### config.mk
export PLATFORM = sky130hd
export DESIGN_NAME = shift_sequencer_flat
export DESIGN_NICKNAME = d
export VERILOG_FILES = /design/src/rtl/shift_sequencer_pkg.sv /design/src/rtl/shift_sequencer_if.sv /design/src/rtl/shift_sequencer.sv /design/src/flat_wrapper.sv
export SDC_FILE = /design/constraint.sdc
export NUM_CORES = 1
export LEC_CHECK = 0
export CAP_MARGIN = 15
export CORE_MARGIN = 3
export CORE_UTILIZATION = 43
export DETAILED_ROUTE_END_ITERATION = 16
export PLACE_DENSITY_LB_ADDON = 0.08
export SLEW_MARGIN = 20
export SYNTH_ARGS = -nofsm -noshare
export SYNTH_HDL_FRONTEND = slang
export SYNTH_SLANG_ARGS = --single-unit
### constraint.sdc
create_clock -name clk -period 2.4 [get_ports clk]
set_clock_uncertainty 0.05 [all_clocks]
set_input_delay 0.6 -clock clk [delete_from_list [all_inputs] [get_ports clk]]
set_output_delay 0.6 -clock clk [all_outputs]
set_load 0.005 [all_outputs]
### src/rtl/shift_sequencer_pkg.sv
// Shared constants for the shift sequencer, the 8-bit shifter and the bench:
// shifter opcodes, command kinds, FSM state encoding and step helpers.
package shift_sequencer_pkg;

    localparam int DW   = 8;
    localparam int AW   = 4;
    localparam int STEP = 3;

    typedef enum logic [2:0] {
        OP_NOP  = 3'b000,
        OP_LOAD = 3'b001,
        OP_LSL  = 3'b010,
        OP_LSR  = 3'b011,
        OP_ASR  = 3'b100
    } sh_op_e;

    typedef enum logic [1:0] {
        KIND_LSL  = 2'd0,
        KIND_LSR  = 2'd1,
        KIND_ASR  = 2'd2,
        KIND_RSVD = 2'd3
    } cmd_kind_e;

    typedef enum logic [1:0] {
        ST_IDLE  = 2'd0,
        ST_LOAD  = 2'd1,
        ST_SHIFT = 2'd2,
        ST_DONE  = 2'd3
    } state_e;

    // Largest single shifter step that does not overshoot the remaining amount.
    function automatic logic [1:0] step_of(input logic [AW-1:0] rem);
        return (rem > AW'(STEP)) ? 2'(STEP) : rem[1:0];
    endfunction

    function automatic sh_op_e kind_to_op(input cmd_kind_e kind);
        case (kind)
            KIND_LSL: return OP_LSL;
            KIND_LSR: return OP_LSR;
            KIND_ASR: return OP_ASR;
            default:  return OP_NOP;
        endcase
    endfunction

endpackage

### src/rtl/shift_sequencer_if.sv
// Command and result handshake bundle between a command source (master)
// and the shift sequencer (slave).
interface shift_sequencer_if;
    import shift_sequencer_pkg::*;

    logic          cmd_valid;
    logic          cmd_ready;
    logic [1:0]    cmd_kind;
    logic [DW-1:0] cmd_data;
    logic [AW-1:0] cmd_amt;

    logic          res_valid;
    logic          res_ready;
    logic [DW-1:0] res_data;
    logic          res_err;

    modport master (
        output cmd_valid, cmd_kind, cmd_data, cmd_amt, res_ready,
        input  cmd_ready, res_valid, res_data, res_err
    );

    modport slave (
        input  cmd_valid, cmd_kind, cmd_data, cmd_amt, res_ready,
        output cmd_ready, res_valid, res_data, res_err
    );

endinterface

### src/rtl/shift_sequencer.sv
// Command-level controller for shifter8: loads the operand, then breaks the
// requested shift into steps of at most STEP bits and hands back the result.
module shift_sequencer
    import shift_sequencer_pkg::*;
(
    input  logic                clk,
    input  logic                reset,
    shift_sequencer_if.slave    bus,
    output sh_op_e              sh_op,
    output logic [1:0]          sh_shamt,
    output logic [DW-1:0]       sh_d_in,
    input  logic [DW-1:0]       sh_d_out
);

    state_e        state_q;
    cmd_kind_e     kind_q;
    logic [DW-1:0] data_q;
    logic [AW-1:0] rem_q;

    // Registered outputs, updated alongside the state they belong to.
    logic          cmd_ready_q;
    sh_op_e        sh_op_q;
    logic [1:0]    sh_shamt_q;
    logic          res_valid_q;
    logic          res_err_q;

    logic [1:0]    step_now;
    logic [AW-1:0] rem_d;

    // NOTE: every variable assigned here is assigned on every pass, so no latch can form.
    always_comb begin
        step_now = step_of(rem_q);
        rem_d    = rem_q - AW'(step_now);
    end

    // NOTE: state registers use non-blocking assignments so every update sees pre-edge values.
    always_ff @(posedge clk) begin
        if (reset) begin
            state_q     <= ST_IDLE;
            kind_q      <= KIND_LSL;
            data_q      <= '0;
            rem_q       <= '0;
            cmd_ready_q <= 1'b1;
            sh_op_q     <= OP_NOP;
            sh_shamt_q  <= '0;
            res_valid_q <= 1'b0;
            res_err_q   <= 1'b0;
        end else begin
            case (state_q)
                ST_IDLE: begin
                    if (bus.cmd_valid) begin
                        kind_q      <= cmd_kind_e'(bus.cmd_kind);
                        data_q      <= bus.cmd_data;
                        rem_q       <= bus.cmd_amt;
                        cmd_ready_q <= 1'b0;
                        if (cmd_kind_e'(bus.cmd_kind) == KIND_RSVD) begin
                            state_q     <= ST_DONE;
                            res_valid_q <= 1'b1;
                            res_err_q   <= 1'b1;
                        end else begin
                            state_q <= ST_LOAD;
                            sh_op_q <= OP_LOAD;
                        end
                    end
                end

                ST_LOAD: begin
                    if (rem_q != '0) begin
                        state_q    <= ST_SHIFT;
                        sh_op_q    <= kind_to_op(kind_q);
                        sh_shamt_q <= step_now;
                    end else begin
                        state_q     <= ST_DONE;
                        sh_op_q     <= OP_NOP;
                        res_valid_q <= 1'b1;
                    end
                end

                // sh_shamt_q always holds step_of(rem_q) while in SHIFT.
                ST_SHIFT: begin
                    rem_q <= rem_d;
                    if (rem_q <= AW'(STEP)) begin
                        state_q     <= ST_DONE;
                        sh_op_q     <= OP_NOP;
                        sh_shamt_q  <= '0;
                        res_valid_q <= 1'b1;
                    end else begin
                        sh_shamt_q <= step_of(rem_d);
                    end
                end

                ST_DONE: begin
                    if (bus.res_ready) begin
                        state_q     <= ST_IDLE;
                        cmd_ready_q <= 1'b1;
                        res_valid_q <= 1'b0;
                        res_err_q   <= 1'b0;
                    end
                end

                default: state_q <= ST_IDLE;
            endcase
        end
    end

    assign bus.cmd_ready = cmd_ready_q;
    assign bus.res_valid = res_valid_q;
    assign bus.res_err   = res_err_q;
    assign bus.res_data  = sh_d_out;

    assign sh_op    = sh_op_q;
    assign sh_shamt = sh_shamt_q;
    assign sh_d_in  = data_q;

endmodule

### src/flat_wrapper.sv
// flat-port wrapper written by rule: the top's interface ports become plain ports
module shift_sequencer_flat import shift_sequencer_pkg::*;
  (clk, reset, sh_op, sh_shamt, sh_d_in, sh_d_out, bus_cmd_valid, bus_cmd_kind, bus_cmd_data, bus_cmd_amt, bus_res_ready, bus_cmd_ready, bus_res_valid, bus_res_data, bus_res_err);
  shift_sequencer_if bus_i ();
  input  logic clk;
  input  logic reset;
  output sh_op_e sh_op;
  output logic [1:0] sh_shamt;
  output logic [DW-1:0] sh_d_in;
  input  logic [DW-1:0] sh_d_out;
  input wire logic [$bits(bus_i.cmd_valid)-1:0] bus_cmd_valid;
  input wire logic [$bits(bus_i.cmd_kind)-1:0] bus_cmd_kind;
  input wire logic [$bits(bus_i.cmd_data)-1:0] bus_cmd_data;
  input wire logic [$bits(bus_i.cmd_amt)-1:0] bus_cmd_amt;
  input wire logic [$bits(bus_i.res_ready)-1:0] bus_res_ready;
  output wire logic [$bits(bus_i.cmd_ready)-1:0] bus_cmd_ready;
  output wire logic [$bits(bus_i.res_valid)-1:0] bus_res_valid;
  output wire logic [$bits(bus_i.res_data)-1:0] bus_res_data;
  output wire logic [$bits(bus_i.res_err)-1:0] bus_res_err;
  assign bus_i.cmd_valid = bus_cmd_valid;
  assign bus_i.cmd_kind = bus_cmd_kind;
  assign bus_i.cmd_data = bus_cmd_data;
  assign bus_i.cmd_amt = bus_cmd_amt;
  assign bus_i.res_ready = bus_res_ready;
  assign bus_cmd_ready = bus_i.cmd_ready;
  assign bus_res_valid = bus_i.res_valid;
  assign bus_res_data = bus_i.res_data;
  assign bus_res_err = bus_i.res_err;
  shift_sequencer u_core (.clk(clk), .reset(reset), .bus(bus_i), .sh_op(sh_op), .sh_shamt(sh_shamt), .sh_d_in(sh_d_in), .sh_d_out(sh_d_out));
endmodule
* After elaboration in Yosys (flattened, before gate mapping)
Cells that the tools add are included.
** Operators by class
- $add $sub $neg :: 1
- Magnitude comparators :: 3
- Equal/unequal tests :: 13
- Mux-type cells :: 29
- Reduce and logical (&&, ||, !) cells :: 15
** Operator list (number)
- $pmux W3 S3 :: 2
- $mux W2 :: 8
- $mux W3 :: 4
- $eq A2 B2 Y1 const B :: 4
- $gt A4 B2 Y1 const B :: 2
- $mux W1 :: 8
- $ne A2 B2 Y1 const B :: 4
- $pmux W2 S4 :: 1
- $pmux W4 S2 :: 1
- $reduce_and A4 Y1 :: 2
- $ne A2 B1 Y1 const B :: 3
- $reduce_and A2 Y1 :: 3
- $reduce_and A3 Y1 :: 2
- $reduce_bool A2 Y1 :: 3
- $reduce_and A5 Y1 :: 1
- $eq A2 B1 Y1 const B :: 2
- $le A4 B2 Y1 const B :: 1
- $logic_not A2 Y1 :: 2
- $mux W4 :: 1
- $pmux W1 S2 :: 2
- $pmux W1 S4 :: 1
- $pmux W2 S2 :: 1
- $reduce_bool A4 Y1 :: 1
- $sub A4 B2 Y4 :: 1
- $reduce_bool A3 Y1 :: 1
** Storage, ports and cells
- Register bits after elaboration :: 24
- Input bits :: 26
- Output and inout port bits :: 24
- Logic and storage cells :: 70

* Depth between registers and ports, before layout
Gate-level depths: netlist of the first run.
- Depth in word-level cells :: 7
- Depth in mapped cells :: 8
- Gate-level depth less buffers :: 7

* Least setup slack after synthesis of the first run
No wires, ideal clock.
- Path kind :: reg2reg
- From :: register u_core.rem_q[3]
- To :: register u_core.sh_shamt_q[1] (netlist: u_core.sh_shamt[1])
- Setup time :: 125 ps
- Arrival :: 1905 ps
- Required time :: 2225 ps
- Slack :: 319 ps
- Stages on the path, launching flop included :: 7
- Path buffers :: 0
- Clock period less this slack :: 2081 ps
- Cells stage by stage :: dfxtp_1 -> or2_4 -> or2b_2 -> ha_1 -> or4_1 -> a32oi_1 -> a21oi_1
** On the way
- Word-level cells in the longest chain between the ends :: 7
- Elaborated cells on any way between the ends :: 12
- Classes of those cells :: 1 x add/sub; 3 x order compare; 1 x eq/ne; 5 x mux; 2 x reduce/logical
** RTL lines
- start: declaration :: line shift_sequencer.sv:18 : logic [AW-1:0] rem_q;
- start signal: assignment :: line shift_sequencer.sv:54 : rem_q <= bus.cmd_amt;
- start signal: assignment :: line shift_sequencer.sv:81 : rem_q <= rem_d;
- $gt A4 B2 Y1 :: line shift_sequencer_pkg.sv:33 : return (rem > AW'(STEP)) ? 2'(STEP) : rem[1:0];
- $mux W2 :: line shift_sequencer_pkg.sv:33
- $sub A4 B2 Y4 :: line shift_sequencer.sv:33 : rem_d = rem_q - AW'(step_now);
- $gt A4 B2 Y1 :: line shift_sequencer_pkg.sv:33
- $mux W2 :: line shift_sequencer_pkg.sv:33
- $mux W2 :: line shift_sequencer.sv:82 : if (rem_q <= AW'(STEP)) begin
- $pmux W2 S2 :: line shift_sequencer.sv:49 : case (state_q)
- end signal: assignment :: line shift_sequencer.sv:71 : sh_shamt_q <= step_now;
- end signal: assignment :: line shift_sequencer.sv:88 : sh_shamt_q <= step_of(rem_d);
- end: declaration :: line shift_sequencer.sv:23 : logic [1:0] sh_shamt_q;
Parallel ways exist; a longest one is shown, timed or not. The select of a mux whose other input is x is not followed.
A chain may end at the register's enable or synchronous reset.

* Worst setup path in the final report of the first run
- From :: register u_core.rem_q[2]
- To :: register u_core.sh_shamt_q[1] (netlist: u_core.sh_shamt[1])
Same word-level chain as after synthesis.

==> metrics, run 1 <==
Top Layer Used met4; IO buf count 33; Area growth syn-to-layout 27.2%; # fillers 273; kind of critical path flip-flop to flip-flop; asr flop ratio synth 0%; gpl congestion 0.845; commonest non-fill, non-tap cells in the layout clkdlybuf4s50_1, nand2_1, dfxtp_1; I/O pins 50; Ys Warns 0; Final nets 217; DP Cell Count 212; worst-case clock buffer depth 2; P_int 0.00114 W; cts repair resizes 0; crit path time final 2.09 ns; startpoint class of the critical path flip-flop; Slew HR 65.1%; post-synthesis simple-gate area fraction 20.8%; Setup-failing EPs final 0; Crit Path Max Fanout 5; # hold bufs at CTS 0; ys flop type dfxtp_1; Peak VDD IR 0.000537 V; setup bufs post-CTS 0; Worst Path Required 2.58 ns; CTS tree done; most common cell after layout, fill and taps aside clkdlybuf4s50_1; H-Tree Depth 1; number of CTS-inserted buffers 3; Avg Inst Size Synth 8.31 um2; proportion of layout cells with a drive suffix above 1 10.3%; Sw Ratio 39.3%; register bit count reported by yosys 24; post-synthesis mux area share 4.00%; Mapped Nets 189; Area contributors post-synth dfxtp_1, nand2_1, a21oi_1, buf_4, ha_1; worst endpoint data arrival time 2.26 ns; met2 WL 1400 um; Layout Cells excl Fill 216; # DRC 0; Post-Synth Adder-Cell Area 4.77%; ANT nets after route 0; clock slew at reported path FFs 0.14 ns; metal3 WL 211 um; Syn Inst Count 158; clock sinks 24; clock root cell clkbuf_4; largest family of logic cells by synthesized area compound AO/OA/AOI/OAI gates; Starting DRT DRC Count 53; Placement Rows 19; status completed; n_diodes 0; mean routed wirelength per cell 14.4 um; power per cell area 1130 nW/um2; sequential fraction of the synthesis area 36.6%; total track usage 17.3%; Clk network pwr share 16.2%; post-synth top area share 36.6%; worst hold path class flip-flop to flip-flop; final number of max-transition violations 0; max cap viols 0; fin crit share 87.0%; clk_lat worst skew 0.32 ns; largest net degree at the start of global routing 15; core area 2830 um2; vias per std cell 5.48; die outline area 3750 um2; die width 61.3 um; RSZ-0062 raised after global routing false; GRT overflow 0; setup TNS 0 ns; Synth Area in XOR/XNOR 0%; vias 1184; Psw 0.000739 W; worst-margin pin slew 0.518 ns; crit path capture type flip-flop; Final Hold Viols 0; Detailed Routing Iterations Pass 1 4; global-route wire length before repair 4890 um; share of power burned in registers 31.0%; met1 WL 1480 um; Initial Utilization 46.4%; Achievable Freq 479 MHz; Synth Area in Compound Gates 23.5%; Final Routed Wirelength 3120 um; Post-synth EDFFs 0; synth unique cells 44; Leakage 0.631 nW; area of the mapped netlist 1310 um2; Die Y 61.3 um; initial antenna violation count 0; hpwl dp 2270 um; Comb pwr share 52.7%; vias in the first global route 1081; cell accounting for the most synthesized area dfxtp_1
-- layer usage --
metal	up-vias	global-route usage, %
met1	539	24.0
met2	39	26.1
met3	4	3.56
li1	602	-
met4	0	6.81
met5	-	0
-- cell type report --
cell class | instances | area [um2] | area share (%)
timing repair buffer | 39 | 375 | 22.5
clock buffer | 3 | 22.5 | 1.35
multi-input combinational | 111 | 696 | 41.7
tap | 31 | 38.8 | 2.32
clock inverter | 1 | 30.0 | 1.80
inverter | 7 | 26.3 | 1.57
sequential | 24 | 480 | 28.8
-- cell usage after synthesis, types with 2 or more instances --
library cell / n
clkbuf_1: 4
buf_6: 2
a211oi_1: 4
mux2i_1: 3
nand3_1: 3
o21ai_0: 4
nand2_1: 28
a32oi_1: 2
nor3_1: 2
ha_1: 5
nor2_1: 11
a21oi_1: 19
buf_4: 9
inv_1: 6
nand2b_1: 4
dfxtp_1: 24
-- power by group through the flow --
stage          logic, W  registers (W)  clock network [W]
4_1_cts        0.000995       0.000583           0.000307
3_3_place_gp   0.000978       0.000586                  0
5_1_grt         0.00110       0.000599           0.000325
2_1_floorplan  0.000700       0.000590                  0
3_5_place_dp   0.000985       0.000591                  0
6_report       0.000992       0.000584           0.000305
-- path summary, 6_finish.rpt --
kind | slack [ns] | start | cells after the start | endpoint
setup / recovery | 0.31 | u_core.rem_q[2]$_SDFFE_PP0P_ | 6 | u_core.sh_shamt[1]$_SDFFE_PP0P_
hold / removal | 0.41 | u_core.sh_d_in[6]$_SDFFE_PP0P_ | 2 | u_core.sh_d_in[6]$_SDFFE_PP0P_
setup reg to reg | 0.31 | u_core.rem_q[2]$_SDFFE_PP0P_ | 6 | u_core.sh_shamt[1]$_SDFFE_PP0P_
hold reg to reg | 0.41 | u_core.sh_d_in[6]$_SDFFE_PP0P_ | 2 | u_core.sh_d_in[6]$_SDFFE_PP0P_
-- state kept, by name, summed over array words and instances, names as in the netlist --
name,count
u_core.kind_q,2
u_core.sh_shamt,2
u_core.state_q,2
u_core.sh_op,3
u_core.rem_q,4
u_core.bus.res_err,1
u_core.sh_d_in,8
u_core.bus.cmd_ready,1
u_core.bus.res_valid,1
-- critical path: stages (launching register included) --
cell     delay [ns]
dfxtp_1        0.36
or2_4          0.17
or2b_2         0.31
ha_1           0.31
or4b_1         0.48
a32oi_1        0.22
a21oi_1        0.09
-- logic make-up after synthesis --
family                     Yosys count
muxes                                5
and+or+nand+nor                     58
DFF                                 24
buffers and inverters               23
adders and majority gates            5
AOI/OAI and AO/OA                   43
-- per-stage QoR --
stage / area, um2 / setup slack [ns] / util, % / power, W / hold slack (ns)
2_1_floorplan: 1310 / 0.319 / - / 0.00129 / 0.400
3_3_place_gp: 1620 / 0.256 / 57.1 / 0.00156 / 0.391
3_5_place_dp: 1620 / 0.203 / 57.1 / 0.00158 / 0.396
4_1_cts: 1670 / 0.305 / 59.0 / 0.00188 / 0.414
5_1_grt: 1670 / 0.193 / 59.0 / 0.00202 / 0.438
6_report: 1670 / 0.312 / 59.0 / 0.00188 / 0.414
Note: power is estimated with default switching activity, not from simulation.
==> inputs of run 2 (changes only) <==
GPL_ROUTABILITY_DRIVEN = 0   (was unset)
==> results of run 2 <==
The final DEF is identical to that of run 1; final timing and power are the same.
==> inputs of run 3 (changes only) <==
PLACE_DENSITY_LB_ADDON = 0.3   (was 0.08)
==> metrics, run 3 (synthesis gave the netlist of run 1 again) <==
clock slew at reported path FFs 0.14 ns (about the same); clock root cell clkbuf_4 (unchanged); Crit Path Max Fanout 8 (was 5); max reg flops 8 (unchanged); worst hold path class flip-flop to flip-flop (unchanged); worst-margin pin slew 0.508 ns (was 0.518 ns); CTS tree done (unchanged); final number of max-transition violations 0 (unchanged); core area 2830 um2 (unchanged); number of CTS-inserted buffers 3 (unchanged); r2r setup slk 0.10 ns (was 0.31 ns); proportion of layout cells with a drive suffix above 1 9.78% (was 10.3%); Setup WS pre-CTS 0.124 ns (was 0.203 ns); Leakage 0.626 nW (was 0.631 nW); GRT overflow 0 (unchanged); mean routed wirelength per cell 15.0 um (was 14.4 um); Final Hold Viols 0 (unchanged); Final nets 216 (was 217); IO buf count 33 (unchanged); R2R Path Start u_core.rem_q[3]$_SDFFE_PP0P_ (was u_core.rem_q[2]$_SDFFE_PP0P_); initial antenna violation count 0 (unchanged); Critical R2R Capture u_core.sh_shamt[1]$_SDFFE_PP0P_ (unchanged); Placement Rows 19 (unchanged); Die Y 61.3 um (unchanged); # hold bufs at CTS 0 (unchanged); cts repair resizes 0 (unchanged); Layout Cells excl Fill 215 (was 216); crit path time final 2.30 ns (was 2.09 ns); most common cell after layout, fill and taps aside clkdlybuf4s50_1 (unchanged); Final Routed Wirelength 3230 um (was 3120 um); vias 1222 (was 1184); Slew HR 66.0% (was 65.1%); worst endpoint data arrival time 2.47 ns (was 2.26 ns); Achievable Freq 435 MHz (was 479 MHz); vias per std cell 5.68 (was 5.48); RSZ-0062 raised after global routing false (unchanged); Detailed Routing Iterations Pass 1 6 (was 4); die width 61.3 um (unchanged); setup TNS 0 ns (unchanged); Area growth syn-to-layout 26.6% (was 27.2%); worst-case clock buffer depth 2 (unchanged); fin crit share 95.7% (was 87.0%); Initial Utilization 46.4% (unchanged); Hold Slack 0.414 ns (about the same); global-route wire length before repair 5310 um (was 4890 um); # DRC 0 (unchanged); commonest non-fill, non-tap cells in the layout clkdlybuf4s50_1, nand2_1, dfxtp_1 (unchanged); ANT nets after route 0 (unchanged); die outline area 3750 um2 (unchanged); vias in the first global route 1196 (was 1081); Starting DRT DRC Count 37 (was 53); Setup-failing EPs final 0 (unchanged); H-Tree Depth 1 (unchanged); clk_lat worst skew 0.33 ns (was 0.32 ns); Worst Path Required 2.58 ns (about the same); max cap viols 0 (unchanged); I/O pins 50 (unchanged); status completed (unchanged); startpoint class of the critical path flip-flop (unchanged); total track usage 18.8% (was 17.3%); hpwl dp 2400 um (was 2270 um); n_diodes 0 (unchanged); final setup margin 0.103 ns (was 0.312 ns); crit path capture u_core.sh_shamt[1]$_SDFFE_PP0P_ (unchanged); power per cell area 1130 nW/um2 (about the same); FF-to-FF path depth 6 (unchanged); largest net degree at the start of global routing 15 (unchanged); setup bufs post-CTS 0 (unchanged); DP Cell Count 211 (was 212); crit path capture type flip-flop (unchanged); Critical Path Start u_core.rem_q[3]$_SDFFE_PP0P_ (was u_core.rem_q[2]$_SDFFE_PP0P_); clock sinks 24 (unchanged); kind of critical path flip-flop to flip-flop (unchanged); Peak VDD IR 0.000619 V (was 0.000537 V)
run 3: worst min path at each step:
| stage | from | to | slack (ns) | cells past startpoint |
|---|---|---|---|---|
| after floorplan | u_core.kind_q[0]$_SDFFE_PP0P_ | u_core.kind_q[0]$_SDFFE_PP0P_ | 0.40 | 2 |
| after global placement | u_core.sh_d_in[2]$_SDFFE_PP0P_ | u_core.sh_d_in[2]$_SDFFE_PP0P_ | 0.39 | 2 |
| after detailed placement | u_core.sh_d_in[2]$_SDFFE_PP0P_ | u_core.sh_d_in[2]$_SDFFE_PP0P_ | 0.40 | 2 |
| after CTS | u_core.sh_d_in[2]$_SDFFE_PP0P_ | u_core.sh_d_in[2]$_SDFFE_PP0P_ | 0.41 | 2 |
| after global routing | u_core.sh_d_in[7]$_SDFFE_PP0P_ | u_core.sh_d_in[7]$_SDFFE_PP0P_ | 0.44 | 2 |
| final | u_core.sh_d_in[2]$_SDFFE_PP0P_ | u_core.sh_d_in[2]$_SDFFE_PP0P_ | 0.41 | 2 |
run 3: metrics by stage:
step | total power [W] | cell area [um2] | util, %
2_1_floorplan | 0.00129 | 1310 | -
3_3_place_gp | 0.00154 | 1610 | 56.9
3_5_place_dp | 0.00158 | 1610 | 56.9
4_1_cts | 0.00189 | 1660 | 58.7
5_1_grt | 0.00202 | 1660 | 58.7
6_report | 0.00188 | 1660 | 58.7
run 3: power by group:
part	switching [W]	internal, W
Sequential	0.000100	0.000508
Combinational	0.000514	0.000460
Clock	0.000132	0.000169
Total	0.000746	0.00114
run 3: worst max-delay path: stages, from the launching register on:
cell and delay [ns]:
dfxtp_1 0.50, or2_4 0.23, or2b_2 0.30, ha_1 0.32, or4b_1 0.49, a32oi_1 0.21, a21oi_1 0.09
run 3: per-layer routing:
metal  track usage (%)  routed length (um)  up-vias
met4              9.60                  72        0
met3              4.19                 183        7
li1                  -                   -      603
met5                 0                   0        -
met2              29.9                1550       47
met1              23.9                1430      565
run 3: area by class of cell:
type | instances | area, um2
fillers | 236 | 1170
multi-input cells | 111 | 696
flip-flops and latches | 24 | 480
repair buffers | 38 | 368
well taps | 31 | 38.8
clock inverters | 1 | 30.0
inverters | 7 | 26.3
clock buffers | 3 | 22.5
